`src/rtl/axil2apb.sv`:
```
// AXI4-Lite slave to APB3 master bridge: one buffered write and one buffered read,
// serialized onto APB with round-robin arbitration; APB errors and timeouts become SLVERR.
module axil2apb #(
    parameter int unsigned TIMEOUT = 1024
) (
    input  logic        clk,
    input  logic        rstn,
    input  logic        s_axil_awvalid,
    output logic        s_axil_awready,
    input  logic [31:0] s_axil_awaddr,
    input  logic        s_axil_wvalid,
    output logic        s_axil_wready,
    input  logic [31:0] s_axil_wdata,
    input  logic [3:0]  s_axil_wstrb,
    output logic        s_axil_bvalid,
    input  logic        s_axil_bready,
    output logic [1:0]  s_axil_bresp,
    input  logic        s_axil_arvalid,
    output logic        s_axil_arready,
    input  logic [31:0] s_axil_araddr,
    output logic        s_axil_rvalid,
    input  logic        s_axil_rready,
    output logic [31:0] s_axil_rdata,
    output logic [1:0]  s_axil_rresp,
    output logic [31:0] paddr,
    output logic        psel,
    output logic        penable,
    output logic        pwrite,
    output logic [31:0] pwdata,
    input  logic [31:0] prdata,
    input  logic        pready,
    input  logic        pslverr
);

    typedef enum logic [2:0] {IDLE, SETUP, ACCESS, WRESP, RRESP} state_t;

    // Last ACCESS cycle index before a forced termination (counter starts at 0).
    localparam logic [15:0] TO_LAST = (TIMEOUT == 0) ? 16'd0 : 16'(TIMEOUT - 1);

    state_t      state, state_next;
    logic        aw_full, w_full, ar_full;
    logic [31:0] awaddr_q, wdata_q, araddr_q;
    logic [3:0]  wstrb_q;
    logic        last_grant_rd;
    logic [15:0] tcnt;
    logic        wr_rdy, rd_rdy, grant_wr, grant_rd, timeout_hit, b_hs, r_hs;

    assign s_axil_awready = !aw_full;
    assign s_axil_wready  = !w_full;
    assign s_axil_arready = !ar_full;

    assign wr_rdy      = aw_full & w_full;
    assign rd_rdy      = ar_full;
    assign grant_wr    = wr_rdy & (!rd_rdy | last_grant_rd);
    assign grant_rd    = rd_rdy & (!wr_rdy | !last_grant_rd);
    assign timeout_hit = (TIMEOUT != 0) && (tcnt == TO_LAST) && !pready;
    assign b_hs        = s_axil_bvalid & s_axil_bready;
    assign r_hs        = s_axil_rvalid & s_axil_rready;

    always_comb begin
        state_next = state;
        case (state)
            IDLE: begin
                // Partial-strobe writes are refused without touching APB.
                if (grant_wr)
                    state_next = (wstrb_q == 4'hF) ? SETUP : WRESP;
                else if (grant_rd)
                    state_next = SETUP;
            end
            SETUP:   state_next = ACCESS;
            ACCESS:  if (pready || timeout_hit) state_next = pwrite ? WRESP : RRESP;
            WRESP:   if (s_axil_bready) state_next = IDLE;
            RRESP:   if (s_axil_rready) state_next = IDLE;
            default: state_next = IDLE;
        endcase
    end

    always_ff @(posedge clk) begin
        if (!rstn) begin
            state         <= IDLE;
            aw_full       <= 1'b0;
            w_full        <= 1'b0;
            ar_full       <= 1'b0;
            awaddr_q      <= '0;
            wdata_q       <= '0;
            wstrb_q       <= '0;
            araddr_q      <= '0;
            last_grant_rd <= 1'b1;
            tcnt          <= '0;
            psel          <= 1'b0;
            penable       <= 1'b0;
            pwrite        <= 1'b0;
            paddr         <= '0;
            pwdata        <= '0;
            s_axil_bvalid <= 1'b0;
            s_axil_bresp  <= 2'b00;
            s_axil_rvalid <= 1'b0;
            s_axil_rresp  <= 2'b00;
            s_axil_rdata  <= '0;
        end else begin
            state <= state_next;

            if (s_axil_awvalid && !aw_full) begin
                aw_full  <= 1'b1;
                awaddr_q <= s_axil_awaddr;
            end else if (b_hs) begin
                aw_full <= 1'b0;
            end
            if (s_axil_wvalid && !w_full) begin
                w_full  <= 1'b1;
                wdata_q <= s_axil_wdata;
                wstrb_q <= s_axil_wstrb;
            end else if (b_hs) begin
                w_full <= 1'b0;
            end
            if (s_axil_arvalid && !ar_full) begin
                ar_full  <= 1'b1;
                araddr_q <= s_axil_araddr;
            end else if (r_hs) begin
                ar_full <= 1'b0;
            end

            psel          <= (state_next == SETUP) || (state_next == ACCESS);
            penable       <= (state_next == ACCESS);
            s_axil_bvalid <= (state_next == WRESP);
            s_axil_rvalid <= (state_next == RRESP);

            if (state == IDLE && grant_wr) begin
                last_grant_rd <= 1'b0;
                if (wstrb_q != 4'hF) begin
                    s_axil_bresp <= 2'b10;
                end else begin
                    paddr  <= awaddr_q;
                    pwrite <= 1'b1;
                    pwdata <= wdata_q;
                end
            end else if (state == IDLE && grant_rd) begin
                last_grant_rd <= 1'b1;
                paddr         <= araddr_q;
                pwrite        <= 1'b0;
            end

            if (state_next == SETUP)
                tcnt <= '0;
            else if (state == ACCESS)
                tcnt <= tcnt + 16'd1;

            // A timed-out transfer reports SLVERR and returns zero read data.
            if (state == ACCESS && (pready || timeout_hit)) begin
                if (pwrite) begin
                    s_axil_bresp <= (pready && !pslverr) ? 2'b00 : 2'b10;
                end else begin
                    s_axil_rresp <= (pready && !pslverr) ? 2'b00 : 2'b10;
                    s_axil_rdata <= pready ? prdata : 32'h0;
                end
            end
        end
    end

endmodule

```
`config.mk`:
```
export PLATFORM = sky130hd
export DESIGN_NAME = axil2apb
export DESIGN_NICKNAME = d
export VERILOG_FILES = /design/src/rtl/axil2apb.sv
export SDC_FILE = /design/constraint.sdc
export NUM_CORES = 1
export LEC_CHECK = 0
export BUFFER_PORTS_ARGS = -buffer_cell sky130_fd_sc_hd__buf_2
export CORE_UTILIZATION = 49
export CTS_BUF_LIST = sky130_fd_sc_hd__clkbuf_4
export CTS_CLUSTER_SIZE = 30
export DETAILED_ROUTE_END_ITERATION = 8
export PLACE_DENSITY_LB_ADDON = 0.2
export REMOVE_ABC_BUFFERS = 1
export SLEW_MARGIN = 25
export SYNTH_ARGS = -nofsm -noshare
export SYNTH_HDL_FRONTEND = slang
export SYNTH_SLANG_ARGS = --single-unit
```
`constraint.sdc`:
```
create_clock -name clk -period 1.63 [get_ports clk]
set_input_delay 0.163 -clock clk [delete_from_list [all_inputs] [get_ports clk]]
set_output_delay 0.163 -clock clk [all_outputs]
set_load 0.005 [all_outputs]
```
==> metrics.yaml, run 1 <==
outcome:
  status: "finished with violations"
  failed_checks: "setup timing"
synthesis:
  synth.top_cell.area_share: 0.487
  postSynthRegisterBits: 227
  synth-edff-count: 0
  synthDominantAreaCellType: "sky130_fd_sc_hd__dfxtp_1"
  yosys_warn_count: 0
  postSynth.asyncResetShare: 0
  synth_cell_types: 57
  synth_area_leaders: "sky130_fd_sc_hd__dfxtp_1 49%, sky130_fd_sc_hd__nand2_1 14%, sky130_fd_sc_hd__a21oi_1 7.5%, sky130_fd_sc_hd__mux2i_1 7.1%, sky130_fd_sc_hd__and4_1 3.5%"
  synth-seq-area-share: 0.487
  syn_area_sq_um: 9340
  syn_area_per_cell_sq_um: 8.38
  synth_cells: 1114
  synth_top_flop_cell: "sky130_fd_sc_hd__dfxtp_1"
cells_and_area:
  final.fill_count: 1377
  post-route-util: 0.736
  fin_nets: 1695
  area_delta_synth_final_pct: 47.5
  final_common_cell: "sky130_fd_sc_hd__nand2_1"
  final_cell_area_sq_um: 13800
  fraction_of_final_layout_cells_sized_beyond_drive_strength_1: 0.297
  commonest_cells_after_routing_fill_and_taps_aside: "337 x sky130_fd_sc_hd__nand2_1, 246 x sky130_fd_sc_hd__buf_2, 218 x sky130_fd_sc_hd__dfxtp_1"
detailed_routing:
  post_route_ant_nets: 0
  detailedRoute.firstIterationViolations: 632
  drt_wl_total_um: 29400
  drt-vias-per-instance: 5.32
  routed-via-count: 9715
  firstDrtPassIters: 5
  drt_drc_violations_left: 0
  routed_wire_length_per_instance_um: 16.1
power_and_ir_drop:
  leak_pwr_nw: 6.19
  power.density_nw_per_um2: 892
  peak_ir_drop_on_the_vdd_network_mv: 0.569
critical_path:
  worst-path-max-fanout: 5
  worst_path_cell_chain: "nor4_4 -> buf_4 -> and4_4 -> o211ai_1 -> buf_4 -> buf_6 -> buf_12 -> mux2i_2"
  crit_top_cell: "sky130_fd_sc_hd__buf_4"
  cp.arrival_ns: 2.30
  cp.required_ns: 2.16
  critPathCaptureType: "flop"
  slowest_delay_ns: 0.33
  setup.worst_path.class: "reg -> reg"
  slowest_stage: "sky130_fd_sc_hd__dfxtp_2"
  worst_setup_path_start_kind: "flop"
clock_tree:
  clkSinkCount: 227
  cts_buffers: 57
  cts_max_level: 2
  clkSlewWorstSetupHoldPaths_ns: 0.06
  worst_skew_pair.late_latency_ns: 0.67
  cts_max_path_buffers: 3
  cts_tree: "built"
  cts_root_buffer: "sky130_fd_sc_hd__clkbuf_4"
die:
  num_rows: 50
  io_pins: 249
  floorplan.core_area_sq_um: 18700
  fp.dieH_um: 140
  die-area_sq_um: 19600
  die-width_um: 140
  start_util: 0.499
global_route:
  grt_pass1_vias: 9463
  maximum_number_of_pins_on_one_net_before_global_route_repair: 73
  first_pass_grt_wire_length_um: 45600
  overflow: 0
  grt.total_usage: 0.288
  grt_antenna_before_repair: 1
place:
  dpl-instance-area_sq_um: 11100
  place_congestion: 0.795
  place_ws_ns: -0.169
  port_buffers: 247
  place.detailed.hpwl_um: 15900
timing:
  period_minus_slack_ns: 1.77
  post-route-period-util: 1.09
  fmaxAchievable_ghz: 0.563
  timing.clock.skew_ns: 0.0369
  timing.final.max_slew_violations: 0
  finalSetupViolCount: 50
  grt_setup_unrepaired: "true"
  hold_violations_final: 0
  final_critical_path_setup_slack_ns: -0.145
worst_hold_path:
  min-delay-path-class: "in -> reg"
job:
  max_cap_viol_count: 0
==> area by class of cell <==
class | count | area [sq um] | share of cell area
Antenna cell | 1 | 2.50 | 0.000182
Clock buffer | 85 | 638 | 0.0463
Clock inverter | 11 | 47.5 | 0.00345
Inverter | 7 | 28.8 | 0.00209
Multi-Input combinational cell | 784 | 4470 | 0.324
Sequential cell | 227 | 4560 | 0.331
Tap cell | 234 | 293 | 0.0213
Timing Repair Buffer | 476 | 3740 | 0.271
==> sequential cells by signal (all words and copies together) (netlist names) <==
| name | count |
|---|---|
| araddr_q | 32 |
| awaddr_q | 32 |
| paddr | 32 |
| pwdata | 32 |
| s_axil_rdata | 32 |
| wdata_q | 32 |
| tcnt | 16 |
| wstrb_q | 4 |
| state | 3 |
| s_axil_bresp | 2 |
| ar_full | 1 |
| aw_full | 1 |
| last_grant_rd | 1 |
| penable | 1 |
| psel | 1 |
| pwrite | 1 |
| s_axil_bvalid | 1 |
| s_axil_rresp | 1 |
| s_axil_rvalid | 1 |
| w_full | 1 |
==> worst max-delay path, delay by kind of cell (launching register included) <==
family          cells  cell delay (ns)
compound gates      1             0.11
flops               1             0.33
buf+inv             4             0.60
simple gates        2             0.47
mux                 1             0.14
==> per-layer routing <==
layer	global-route usage	wire [um]	share of wire
met5	0	0	0
met4	0.145	1090	0.037
met3	0.0605	1800	0.061
met2	0.509	14600	0.49
met1	0.327	12000	0.41
==> path summary, 6_finish.rpt <==
kind / from / endpoint / slack (ns) / cells past startpoint
worst min register to register: s_axil_bresp[0] / s_axil_bresp[0] / 0.43 / 2
worst max-delay path: tcnt[10] / s_axil_rdata[7] / -0.14 / 8
worst min-delay path: pready / penable / 0.07 / 4
worst max register to register: tcnt[10] / s_axil_rdata[7] / -0.14 / 8
==> timing repair <==
item / in CTS / in global routing
resized for setup: 26 / 32
cloned: 7 / 6
hold buffers: 140 / 0
pin swaps: 7 / 14
endpoints found under the hold margin: 153 / 0
endpoints found under the setup margin: 38 / 87
buffers inserted: 8 / 9
==> logic make-up (layout without fill, tap and decap cells) <==
family	Yosys count	in the layout	synth area share
AOI/OAI and AO/OA	225	225	0.141
xor gates and xnor gates	12	12	0.0113
adders and majority gates	1	1	0.00134
buffers and inverters	103	579	0.0508
DFF	227	227	0.487
muxes	66	66	0.0707
other	1	2	0.000402
and+or+nand+nor	479	479	0.238
==> stage by stage <==
stage                     std cells  hold WS, ns  power (mW)  setup TNS, ns
after floorplan                1018        0.225        6.66        -295.81
after global placement         1564        0.401        7.34          -2.71
after detailed placement       1564        0.406        7.36          -4.24
after CTS                      1814      0.00696        12.3          -3.80
after global routing           1825       0.0233        12.9          -9.31
final                          1825       0.0697        12.3          -2.82
==> power breakdown <==
group          internal (mW)  switching, mW
clock network           2.36           2.24
registers               5.76          0.114
logic                  0.920          0.886
total                   9.04           3.24
==> Yosys cell counts, types with 2 or more instances <==
library cell                  n
sky130_fd_sc_hd__a21oi_1    140
sky130_fd_sc_hd__and3_1       3
sky130_fd_sc_hd__and4_1      37
sky130_fd_sc_hd__buf_1        6
sky130_fd_sc_hd__buf_2       10
sky130_fd_sc_hd__buf_4        2
sky130_fd_sc_hd__buf_6        9
sky130_fd_sc_hd__clkbuf_1    69
sky130_fd_sc_hd__dfxtp_1    227
sky130_fd_sc_hd__inv_1        6
sky130_fd_sc_hd__mux2i_1     66
sky130_fd_sc_hd__nand2_1    342
sky130_fd_sc_hd__nand2b_1     3
sky130_fd_sc_hd__nand3_1     34
sky130_fd_sc_hd__nand4_1      9
sky130_fd_sc_hd__nand4bb_1    3
sky130_fd_sc_hd__nor2_1      20
sky130_fd_sc_hd__nor2b_1      4
sky130_fd_sc_hd__nor3_1       4
sky130_fd_sc_hd__nor4_1       3
sky130_fd_sc_hd__o21ai_0     37
sky130_fd_sc_hd__o31a_1      33
sky130_fd_sc_hd__or3_1        2
sky130_fd_sc_hd__or4_1        2
sky130_fd_sc_hd__xnor2_1      5
sky130_fd_sc_hd__xor2_1       7
Power figures use the tool's default switching activity.
==> inputs of run 2 (changes only) <==
--- a/config.mk
+++ b/config.mk
@@ -6,6 +6,7 @@
 export NUM_CORES = 1
 export LEC_CHECK = 0
 export BUFFER_PORTS_ARGS = -buffer_cell sky130_fd_sc_hd__buf_2
+export CORE_ASPECT_RATIO = 1.25
 export CORE_UTILIZATION = 49
 export CTS_BUF_LIST = sky130_fd_sc_hd__clkbuf_4
 export CTS_CLUSTER_SIZE = 30
==> metrics.yaml, run 2 (synthesized netlist as in run 1, its figures left out) <==
critical_path:
  critPathCaptureType: "flop"
  setup.worst_path.class: "reg -> reg"
  worst-path-buf-inv: 2  # -2
  cp_top_delay_family: "buffers and inverters"
  slowest_delay_ns: 0.32  # about the same
  slowest_stage: "sky130_fd_sc_hd__dfxtp_2"
  cp.required_ns: 2.19  # +0.03 ns
  worst-path-max-fanout: 5  # unchanged
  cp.arrival_ns: 2.41  # +0.11 ns
  worst_path_cell_chain: "ha_2 -> and4b_1 -> and4_4 -> o211ai_1 -> buf_4 -> buf_12 -> mux2i_1"
  worst_setup_path_start_kind: "flop"
timing:
  grt_setup_unrepaired: "true"
  tightestPinTransition_ns: 0.701
  timing.final.max_slew_violations: 0  # unchanged
  finalSetupViolCount: 121  # +140%
  final_critical_path_setup_slack_ns: -0.221  # -0.0766 ns
  timing.clock.skew_ns: 0.0359  # -0.000985 ns
  period_minus_slack_ns: 1.85  # +0.0766 ns
  hold_violations_final: 0  # unchanged
  fmaxAchievable_ghz: 0.540  # -4.1%
  slew_headroom: 0.533
  post-route-period-util: 1.14  # +0.0470
cells_and_area:
  fin_nets: 1710  # +0.88%
  area_delta_synth_final_pct: 56.6
  final.fill_count: 1256  # -8.8%
  fraction_of_final_layout_cells_sized_beyond_drive_strength_1: 0.363  # +0.0652
  finalNonFillerCells: 1833  # +0.44%
  commonest_cells_after_routing_fill_and_taps_aside: "283 x sky130_fd_sc_hd__nand2_1, 246 x sky130_fd_sc_hd__buf_2, 218 x sky130_fd_sc_hd__dfxtp_1"
  final_common_cell: "sky130_fd_sc_hd__nand2_1"
  sequential_area_sq_um: 4560  # +0.11%
  multi_input_comb_area_sq_um: 5060  # +13%
  final_cell_area_sq_um: 14600  # +6.2%
power_and_ir_drop:
  leak_pwr_nw: 6.68  # +7.9%
  power.density_nw_per_um2: 856  # -4.1%
  p_total_mw: 12.5  # +1.8%
  peak_ir_drop_on_the_vdd_network_mv: 0.713  # +25%
place:
  place_ws_ns: -0.167  # +0.00194 ns
  place.detailed.hpwl_um: 16000  # +0.66%
  dpl-instance-area_sq_um: 11100  # -0.13%
  numPlacedInstances: 1562  # -0.13%
  place_congestion: 0.800  # +0.59%
  port_buffers: 247  # unchanged
die:
  num_rows: 56  # +12%
  fp.dieH_um: 156  # +12%
  die-width_um: 125  # -10%
  io_pins: 249  # unchanged
  floorplan.core_area_sq_um: 18700  # about the same
  die-area_sq_um: 19600  # about the same
  start_util: 0.499  # about the same
clock_tree:
  clkSinkCount: 227  # unchanged
  cts_root_buffer: "sky130_fd_sc_hd__clkbuf_4"
  cts_buffers: 55  # -3.5%
  cts_max_path_buffers: 3  # unchanged
  clkSlewWorstSetupHoldPaths_ns: 0.07  # about the same
  worst_skew_pair.late_latency_ns: 0.67  # about the same
  cts_max_level: 2  # unchanged
  cts_tree: "built"
detailed_routing:
  firstDrtPassIters: 9  # +4
  drt-vias-per-instance: 5.48  # +3.0%
  post_route_ant_nets: 0  # unchanged
  drt_drc_violations_left: 17  # +17
  routed-via-count: 10049  # +3.4%
  routed_wire_length_per_instance_um: 17.8  # +10%
  drt_wl_total_um: 32700  # +11%
  detailedRoute.firstIterationViolations: 644  # +1.9%
worst_hold_path:
  min-delay-path-class: "in -> reg"
global_route:
  grt_antenna_before_repair: 1  # unchanged
  grt.total_usage: 0.298  # +0.0105
  grt_pass1_vias: 9623  # +1.7%
  overflow: 0  # unchanged
  maximum_number_of_pins_on_one_net_before_global_route_repair: 82  # +12%
  first_pass_grt_wire_length_um: 46900  # +2.8%
outcome:
  failed_checks: "DRC, setup timing"
  status: "finished with violations"
job:
  max_cap_viol_count: 0  # unchanged
## run 2: worst min-delay path, delay by kind of cell
family / cells / cell delay (ns)
compound gates: 1 / 0.05
buf+inv: 2 / 0.29
simple gates: 2 / 0.17
## run 2: final cells by class
cell class	instances	area share
antenna	2	0.000342
clock buffer	80	0.0411
clock inverter	8	0.00385
inverter	7	0.00197
multi-input combinational	784	0.346
sequential	227	0.312
tap	232	0.0199
timing repair buffer	493	0.274
## run 2: power breakdown
group          switching (mW)  leakage (nW)  internal, mW  total [mW]
clock                    2.20         0.396          2.37        4.56
combinational           0.993          4.43          1.05        2.04
sequential              0.145          1.85          5.76        5.91
total                    3.33          6.68          9.18        12.5
## run 2: routing by layer
layer / vias up / share of wire / GRT usage
met5: - / 0 / 0
met4: 0 / 0.053 / 0.175
met1: 4697 / 0.38 / 0.331
met3: 138 / 0.065 / 0.0591
li1: 4756 / - / -
met2: 458 / 0.51 / 0.529
## run 2: worst paths after layout
kind         cells after the start               end             from  slack, ns
min                              5      araddr_q[29]   s_axil_arvalid       0.06
max                              7  s_axil_rdata[20]          tcnt[1]      -0.22
min reg2reg                      2   s_axil_bresp[0]  s_axil_bresp[0]       0.44
max reg2reg                      7  s_axil_rdata[20]          tcnt[1]      -0.22
## run 2: timing repair
| action | CTS | global route |
|---|---|---|
| cloned | 10 | 9 |
| setup endpoints to repair | 99 | 123 |
| buffers inserted | 15 | 12 |
| hold buffers | 140 | 0 |
| endpoints found under the hold margin | 143 | 0 |
| gates resized for setup | 38 | 199 |
| pin swaps | 13 | 97 |
## run 2: per-stage QoR
stage | TNS [ns] | util | hold WS [ns]
finish | -14.89 | 0.782 | 0.0602
global route | -23.56 | 0.782 | 0.0559
CTS | -7.53 | 0.730 | 0.00504
detailed placement | -5.95 | 0.595 | 0.380
global placement | -3.67 | 0.595 | 0.384
floorplan | -295.81 | - | 0.225
